$ cat src/rtl/dii_gateway_package.sv
// Types and helpers shared by the DII gateway routing blocks.
package dii_gateway_package;

    // Destination chosen for a worm at its header flit
    typedef enum logic [1:0] {
        ROUTE_LOCAL,
        ROUTE_EXT,
        ROUTE_RING,
        ROUTE_DROP
    } route_t;

    // Worm tracking state of the demultiplexer
    typedef enum logic [1:0] {
        IDLE,
        FWD,
        DROP
    } state_t;

    // Fixed output port numbering; external ports follow from PORT_EXT0 upward
    localparam int unsigned PORT_LOCAL = 0;
    localparam int unsigned PORT_RING  = 1;
    localparam int unsigned PORT_EXT0  = 2;

    // Width of the external port selector taken from the subnet field
    function automatic int unsigned ext_sel_bits(input int unsigned num_ext);
        return (num_ext <= 32'd1) ? 32'd1 : 32'($clog2(num_ext));
    endfunction

endpackage

$ cat src/rtl/dii_package.sv
// Common DII flit type shared by every block on the debug interconnect ring.
package dii_package;

    typedef struct packed {
        logic        valid;
        logic        last;
        logic [15:0] data;
    } dii_flit;

endpackage

$ cat src/rtl/dii_flit_reg_slice.sv
// One-entry valid/ready pipeline register for DII flits.
// Accepts a new flit whenever empty or being drained, so it sustains one
// flit per cycle under continuous downstream ready.
module dii_flit_reg_slice
    import dii_package::*;
(
    input  logic    clk,
    input  logic    rst_n,
    input  dii_flit up,
    output logic    up_ready,
    output dii_flit down,
    input  logic    down_ready
);

    dii_flit held;

    assign up_ready = !held.valid || down_ready;
    assign down     = held;

    // Load the slot when it is free or its current flit leaves this cycle
    always_ff @(posedge clk or negedge rst_n) begin
        if (!rst_n) begin
            held <= '0;
        end else if (up_ready) begin
            held <= up;
        end
    end

endmodule

$ cat src/rtl/dii_ring_gateway_demux_n.sv
// DII ring gateway demultiplexer with NUM_EXT external subnet ports.
// Header flits are decoded to local / external / ring / drop; the route is
// held for the rest of the worm. Each output optionally has a register slice.
module dii_ring_gateway_demux_n
    import dii_package::*;
    import dii_gateway_package::*;
#(
    parameter int unsigned SUBNET_BITS  = 6,
    parameter int unsigned LOCAL_SUBNET = 0,
    parameter int unsigned NUM_EXT      = 2,
    parameter int unsigned OUT_REG      = 1
)(
    input  logic                  clk,
    input  logic                  rst_n,
    input  logic    [15:0]        id,
    input  dii_flit               in_ring,
    output logic                  in_ring_ready,
    output dii_flit               out_local,
    input  logic                  out_local_ready,
    output dii_flit [NUM_EXT-1:0] out_ext,
    input  logic    [NUM_EXT-1:0] out_ext_ready,
    output dii_flit               out_ring,
    input  logic                  out_ring_ready,
    output logic                  drop_pkt
);

    localparam int unsigned SEL_BITS  = ext_sel_bits(NUM_EXT);
    localparam int unsigned NUM_PORTS = NUM_EXT + 2;

    // Header decode
    logic [SUBNET_BITS-1:0] subnet;
    logic [SEL_BITS-1:0]    ext_idx_dec;
    route_t                 route_dec;

    // Worm state
    state_t                 state;
    route_t                 route_q;
    logic [SEL_BITS-1:0]    ext_idx_q;

    // Route in effect this cycle
    route_t                 route;
    logic [SEL_BITS-1:0]    ext_idx;

    // Per-port steering, index order: local, ring, ext[0..NUM_EXT-1]
    logic [NUM_EXT-1:0]      sel_ext;
    logic                    sel_local;
    logic                    sel_ring;
    logic [NUM_PORTS-1:0]    sel;
    dii_flit [NUM_PORTS-1:0] port_up;
    dii_flit [NUM_PORTS-1:0] port_down;
    logic [NUM_PORTS-1:0]    port_up_ready;
    logic [NUM_PORTS-1:0]    port_down_ready;

    logic accept;

    assign subnet      = in_ring.data[15 -: SUBNET_BITS];
    assign ext_idx_dec = in_ring.data[16-SUBNET_BITS +: SEL_BITS];

    // Decode the destination of a header; local match wins over subnet match
    always_comb begin
        route_dec = ROUTE_RING;
        if (in_ring.data == id) begin
            route_dec = ROUTE_LOCAL;
        end else if (subnet != SUBNET_BITS'(LOCAL_SUBNET)) begin
            route_dec = (32'(ext_idx_dec) < NUM_EXT) ? ROUTE_EXT : ROUTE_DROP;
        end
    end

    // Headers use the live decode; body flits follow the latched route
    always_comb begin
        route   = route_q;
        ext_idx = ext_idx_q;
        case (state)
            IDLE: begin
                route   = route_dec;
                ext_idx = ext_idx_dec;
            end
            DROP:    route = ROUTE_DROP;
            default: ;
        endcase
    end

    assign sel_local = (route == ROUTE_LOCAL);
    assign sel_ring  = (route == ROUTE_RING);

    for (genvar k = 0; k < NUM_EXT; k++) begin : g_sel
        assign sel_ext[k] = (route == ROUTE_EXT) && (ext_idx == SEL_BITS'(k));
    end

    assign sel = {sel_ext, sel_ring, sel_local};

    // Ready comes only from the selected port; a dropped worm is always sunk
    assign in_ring_ready = (route == ROUTE_DROP) || (|(sel & port_up_ready));
    assign accept        = in_ring.valid && in_ring_ready;

    assign port_down_ready = {out_ext_ready, out_ring_ready, out_local_ready};

    // Data and last broadcast to every port; only the selected one sees valid
    for (genvar p = 0; p < NUM_PORTS; p++) begin : g_port
        assign port_up[p] = '{valid: in_ring.valid && sel[p],
                              last:  in_ring.last,
                              data:  in_ring.data};
        if (OUT_REG != 0) begin : g_reg
            dii_flit_reg_slice u_slice (
                .clk        (clk),
                .rst_n      (rst_n),
                .up         (port_up[p]),
                .up_ready   (port_up_ready[p]),
                .down       (port_down[p]),
                .down_ready (port_down_ready[p])
            );
        end else begin : g_wire
            assign port_down[p]     = port_up[p];
            assign port_up_ready[p] = port_down_ready[p];
        end
    end

    assign out_local = port_down[PORT_LOCAL];
    assign out_ring  = port_down[PORT_RING];
    assign out_ext   = port_down[NUM_PORTS-1:PORT_EXT0];

    // Worm tracking FSM: latch route on a multi-flit header, release on last
    always_ff @(posedge clk or negedge rst_n) begin
        if (!rst_n) begin
            state     <= IDLE;
            route_q   <= ROUTE_RING;
            ext_idx_q <= '0;
            drop_pkt  <= 1'b0;
        end else begin
            drop_pkt <= accept && (state == IDLE) && (route_dec == ROUTE_DROP);
            if (accept) begin
                case (state)
                    IDLE: begin
                        if (!in_ring.last) begin
                            route_q   <= route_dec;
                            ext_idx_q <= ext_idx_dec;
                            state     <= (route_dec == ROUTE_DROP) ? DROP : FWD;
                        end
                    end
                    FWD, DROP: begin
                        if (in_ring.last) begin
                            state <= IDLE;
                        end
                    end
                    default: state <= IDLE;
                endcase
            end
        end
    end

endmodule

$ cat config.mk
export PLATFORM = sky130hd
export DESIGN_NAME = dii_ring_gateway_demux_n
export DESIGN_NICKNAME = d
export VERILOG_FILES = /design/src/rtl/dii_gateway_package.sv /design/src/rtl/dii_package.sv /design/src/rtl/dii_flit_reg_slice.sv /design/src/rtl/dii_ring_gateway_demux_n.sv
export SDC_FILE = /design/constraint.sdc
export NUM_CORES = 1
export LEC_CHECK = 0
export BUFFER_PORTS_ARGS = -buffer_cell sky130_fd_sc_hd__buf_4
export CAP_MARGIN = 40
export CORE_AREA = 2 2 84 86
export CTS_BUF_LIST = sky130_fd_sc_hd__clkbuf_2 sky130_fd_sc_hd__clkbuf_4 sky130_fd_sc_hd__clkbuf_8
export DETAILED_ROUTE_END_ITERATION = 12
export DIE_AREA = 0 0 86 88
export PLACE_DENSITY = 0.81
export REMOVE_ABC_BUFFERS = 1
export SYNTH_ARGS = -nofsm -noshare
export SYNTH_HDL_FRONTEND = slang
export SYNTH_SLANG_ARGS = --single-unit
$ cat constraint.sdc
create_clock -name clk -period 4.21 [get_ports clk]
set_input_delay 1.263 -clock clk [delete_from_list [all_inputs] [get_ports clk]]
set_output_delay 1.263 -clock clk [all_outputs]
set_load 0.005 [all_outputs]
* Yosys cells after proc, flatten, opt, wreduce, memory -nomap -nowiden
Cells that the tools add are included.
** Storage, ports and cells
- Register bits :: 78
- Latch bits :: 0
- Bits in writable memories :: 0
- Memory bits (read-only) :: 0
- Input port bits :: 40
- Output and inout port bits :: 74
- Word-level logic and storage cells :: 61
- Memories :: 0
** Cells by class
- Add/subtract/negate cells :: 0
- $mul :: 0
- Divide/modulo/power cells :: 0
- Order comparisons :: 0
- Eq/ne operators :: 9
- Shift operators :: 0
- Mux-type cells :: 8
- Bitwise gates (word level) :: 3
- Reductions and logical operators :: 25
** Operators with widths (count)
- $eq 16x16->1 :: 1
- $mux 2 :: 5
- $logic_and 1x1->1 :: 9
- $eq 2x2->1 const B :: 4
- $pmux 2 s2 :: 2
- $reduce_and 3->1 :: 2
- $reduce_bool 6->1 :: 1
- $logic_or 1x1->1 :: 5
- $and 4x4->4 :: 1
- $eq 2x1->1 const B :: 2
- $logic_not 1->1 :: 4
- $logic_not 2->1 :: 2
- $ne 2x2->1 const B :: 2
- $reduce_or 4->1 :: 1
- $not 1->1 :: 2
- $reduce_or 2->1 :: 1
- $mux 1 :: 1

* Longest topological paths before layout
- Depth after elaboration :: 12
- Mapped depth :: 9
- Depth with buffers taken out :: 8

* Modules after synthesis
A second synthesis with hierarchy kept.
** Second synthesis, totals
- Cells, all modules :: 243
- Area total of the unflattened synthesis :: 3613.5 sq um
** By module, submodules not included
- dii_flit_reg_slice :: instances 4, cells each 39, area an instance 723.2 sq um, sequential area each 450.4 sq um
- dii_ring_gateway_demux_n :: instances 1, cells each 87, area an instance 720.7 sq um, sequential area each 151.4 sq um

* Worst setup path after synthesis
Ideal clock, no wire load.
- Path type :: input-to-output
- From :: input in_ring[10] (netlist name)
- To :: output in_ring_ready
- Data arrival time :: 2552 ps
- Required time :: 2947 ps
- Setup slack :: 395 ps
- Stages on the path :: 6
- Buffers on the path :: 1
- Cells stage by stage :: buf_6 -> xnor2_2 -> nand4_2 -> nor4_4 -> mux2i_1 -> or2_4
** On the way
- Word-level cells in the longest chain between the ends :: 9
- Elaborated cells on any way between the ends :: 16
- Classes of those cells :: eq/ne (4); mux (4); bitwise (2); reduce/logical (6)
** Ends and longest elaborated chain
- start: declaration :: RTL line dii_ring_gateway_demux_n.sv:16 : input dii_flit in_ring,
- $reduce_bool 6->1 :: RTL line dii_ring_gateway_demux_n.sv:64 : end else if (subnet != SUBNET_BITS'(LOCAL_SUBNET)) begin
- $mux 2 :: RTL line dii_ring_gateway_demux_n.sv:64
- $mux 2 :: RTL line dii_ring_gateway_demux_n.sv:62 : if (in_ring.data == id) begin
- $pmux 2 s2 :: RTL line dii_ring_gateway_demux_n.sv:73 : case (state)
- $eq 2x1->1 :: RTL line dii_ring_gateway_demux_n.sv:87 : assign sel_ext[k] = (route == ROUTE_EXT) && (ext_idx == SEL_BITS'(k));
- $logic_and 1x1->1 :: RTL line dii_ring_gateway_demux_n.sv:87
- $and 4x4->4 :: RTL line dii_ring_gateway_demux_n.sv:93 : assign in_ring_ready = (route == ROUTE_DROP) || (|(sel & port_up_ready));
- $reduce_or 4->1 :: RTL line dii_ring_gateway_demux_n.sv:93
- $logic_or 1x1->1 * :: RTL line dii_ring_gateway_demux_n.sv:93
- end: declaration :: RTL line dii_ring_gateway_demux_n.sv:17 : output logic in_ring_ready,
Every way passes the cells marked *; elsewhere a longest branch is shown, timed or not.

* Worst setup path after layout
- From :: input in_ring[6] (netlist name)
- To :: output in_ring_ready
** On the way
- Word-level cells in the longest chain between the ends :: 8
- Elaborated cells on any way between the ends :: 12
- Classes of those cells :: eq/ne (4); mux (2); bitwise (1); reduce/logical (5)
** Ends and longest elaborated chain (RTL line)
- $eq 16x16->1 * :: dii_ring_gateway_demux_n.sv:62
- $mux 2 * :: dii_ring_gateway_demux_n.sv:62
- $pmux 2 s2 * :: dii_ring_gateway_demux_n.sv:73
- $eq 2x1->1 :: dii_ring_gateway_demux_n.sv:87
- $logic_and 1x1->1 :: dii_ring_gateway_demux_n.sv:87
- $and 4x4->4 :: dii_ring_gateway_demux_n.sv:93
- $reduce_or 4->1 :: dii_ring_gateway_demux_n.sv:93
- $logic_or 1x1->1 * :: dii_ring_gateway_demux_n.sv:93
Marked as above.

==> impl_metrics.yaml <==
worst_setup_path:
  crit_family: "simple AND/OR/NAND/NOR gates"
  slowest_stage: "nor4_4"
  cp.required_ns: 2.95
  worst_path_most_repeated_cell: "buf_4"
  critical_path.endpoint_type: "primary output"
  reg2reg_slack_ns: 1.65
  critPathKind: "in -> out"
  slowest_delay_ns: 0.38
  crit_chain: "buf_4 -> xnor2_1 -> nand4_1 -> nor4_4 -> mux2i_1 -> or2_4 -> buf_4"
  worst-path-buf-inv: 2
  path_max_fanout: 5
  start_kind: "primary input"
  arrival_ns: 2.81
yosys:
  synth_fa_ha_area_share_pct: 0.741
  synth_warnings: 0
  synth_compound_area_share_pct: 5.07
  yosys.area_share.simple_pct: 11.5
  synth-xor-area-share_pct: 4.37
  ys.flop_type: "dfrtp_1"
  synth_cells: 276
  syn_area_um2: 3380
  syn_avg_cell_area_um2: 12.2
  synth_top_family_by_area: "multiplexers"
  synthTopCellsByCount: "dfrtp_1 (77), nand2_1 (56), mux2_2 (51)"
  ys_seq_area_share_pct: 57.8
  synth.largest_area_cell: "dfrtp_1"
  synth_edf_count: 0
  async_reset_ff_share_pct: 100
  synth_mux_area_share_pct: 18.2
  yosysMostFrequentCell: "dfrtp_1"
  synth.distinct_cells: 47
  synthTopCellsByArea: "dfrtp_1 (57%), mux2_2 (17%), nand2_1 (6.2%)"
  ys_seq_elements: 78
  synth_top_area_share_pct: 57.0
timing:
  final_hold_viol_count: 0
  finalSetupViolCount: 0
  max_slew_margin_pct: 66.6
  fin_crit_sh_pct: 96.7
  tns_ns: 0
  rsz0062_at_grt: "false"
  fmax_ghz: 0.246
  min_period_ns: 4.07
  worstMarginPinSlew_ns: 0.501
  finClkSkew_ns: 0.00915
  slew_violations: 0
floorplanning:
  io_pins: 114
  start_util_pct: 50.8
  core.rowCount: 30
  die_x_um: 86
  die_area_um2: 7570
  core_area_um2: 6640
  die_h_um: 88
routing:
  drc_errors: 0
  wl_um: 8150
  vias: 2541
  avgViaCountPerCell: 5.29
  ant_nets: 0
  drt-initial-drc-count: 179
  wl_per_cell_um: 17.0
  dr.pass1.iters: 4
place:
  gp_congestion: 0.875
  port_buffers: 113
  dp_hpwl_um: 5810
final_layout:
  num_antenna_cells: 0
  num-fill-cells: 512
  layout-drive-gt1-share_pct: 50.0
  syn2layout_area_growth_pct: 35.1
  nNetsFinal: 437
hold_path:
  hold_path.class: "reg -> reg"
pwr:
  power.density_nw_per_um2: 541
  p_leak_nw: 2.15
  power_w: 0.00247
  ir_drop_mv: 0.259
clocking:
  cts_tree: "yes"
  cts_root_buffer: "clkbuf_8"
  cts_sinks: 78
  numCtsBuffers: 9
  hold_buffers: 0
  cts_max_path_buffers: 2
  cts.htree.levels: 3
  clock_latency_ns: 0.34
  cts.clk_slew.worst_paths_ns: 0.08
  postCtsSetupRepairBufs: 0
  cts_resized: 0
global_routing:
  grt_overflow: 0
  grt_pass1_vias: 2655
  antenna_found_initial: 0
  grt_usage_pct: 22.7
  grt_pass1_wl_um: 13100
  grt_max_degree: 41
outcome:
  status: "finished clean"
job:
  cap_viol_max_count: 0
## routing by layer
| metal | vias up | part of all wire (%) | track usage (%) |
|---|---|---|---|
| met3 | 12 | 7.0 | 4.62 |
| li1 | 1182 | - | - |
| met1 | 1242 | 42 | 28.4 |
| met4 | 0 | 1.5 | 8.66 |
| met2 | 105 | 49 | 39.0 |
| met5 | - | 0 | 0 |
## kinds of logic after synthesis
kind of cell,after synthesis
mux,55
other cells,1
compound gates,24
simple gates,83
fa+ha+maj,2
buf+inv,17
flops,78
xor+xnor,16
## registers in the layout, summed over array words and instances, names as in the netlist
name,count
ext_idx_q,1
state,2
route_q,2
g_port.g_reg.u_slice.down,72
drop_pkt,1
## layout by cell type, fill, tap and decap left out, drive strengths merged, types with 2 or more instances in the layout
cell      instances
nor4              2
nand2b            2
clkinvlp          3
o21ai             6
mux2             52
inv               4
buf             120
clkinv            2
ha                2
xnor2            16
o21bai            2
a31oi             2
dfrtp            77
nor2b             5
mux2i             3
nand4             4
nor3              2
clkbuf           11
nor2              5
a21oi             3
nand3             2
nand2            56
## report_power, final
group | switching [W] | internal [W] | total [W] | leakage (nW)
clock | 0.000266 | 0.000305 | 0.000572 | 0.0976
sequential | 0.000100 | 0.000918 | 0.00102 | 0.917
combinational | 0.000407 | 0.000473 | 0.000880 | 1.14
total | 0.000774 | 0.00170 | 0.00247 | 2.15
## layout make-up
class | instances | area, um^2 | share of cell area [%]
Multi-Input combinational cell | 181 | 1370 | 30.0
Inverter | 5 | 18.8 | 0.411
Sequential cell | 78 | 1950 | 42.8
Clock inverter | 5 | 57.6 | 1.26
Tap cell | 80 | 100 | 2.19
Timing Repair Buffer | 120 | 913 | 20.0
Clock buffer | 11 | 151 | 3.32
## per-stage QoR
step	hold slack (ns)	setup slack (ns)	util, %	cells	cell area, um^2
after floorplan	0.463	-0.109	-	264	3320
after global routing	0.507	0.0294	68.7	480	4560
after CTS	0.475	0.104	68.6	480	4560
final	0.472	0.141	68.7	480	4560
after global placement	0.451	0.159	65.1	463	4330
after detailed placement	0.458	0.112	65.4	464	4350
## worst register-to-register path, cell delays in order (launching register included)
cell	delay (ns)
dfrtp_1	0.39
inv_1	0.11
ha_1	0.40
clkinv_1	0.33
a311oi_1	0.48
o211ai_1	0.22
o21ai_1	0.19
mux2_1	0.33
## final timing paths
path / start / end / depth (start not counted)
max in group asynchronous: rst_n / route_q[1]$_DFFE_PN1P_ / 2
min: g_port[0].g_reg.u_slice.down[5]$_DFFE_PN0P_ / g_port[0].g_reg.u_slice.down[5]$_DFFE_PN0P_ / 2
min reg2reg: g_port[0].g_reg.u_slice.down[5]$_DFFE_PN0P_ / g_port[0].g_reg.u_slice.down[5]$_DFFE_PN0P_ / 2
max reg2reg: state[0]$_DFFE_PN0P_ / ext_idx_q$_DFFE_PN0P_ / 7
max: in_ring[6] / in_ring_ready / 7
min in group asynchronous: rst_n / state[0]$_DFFE_PN0P_ / 1
Power figures use the tool's default switching activity.
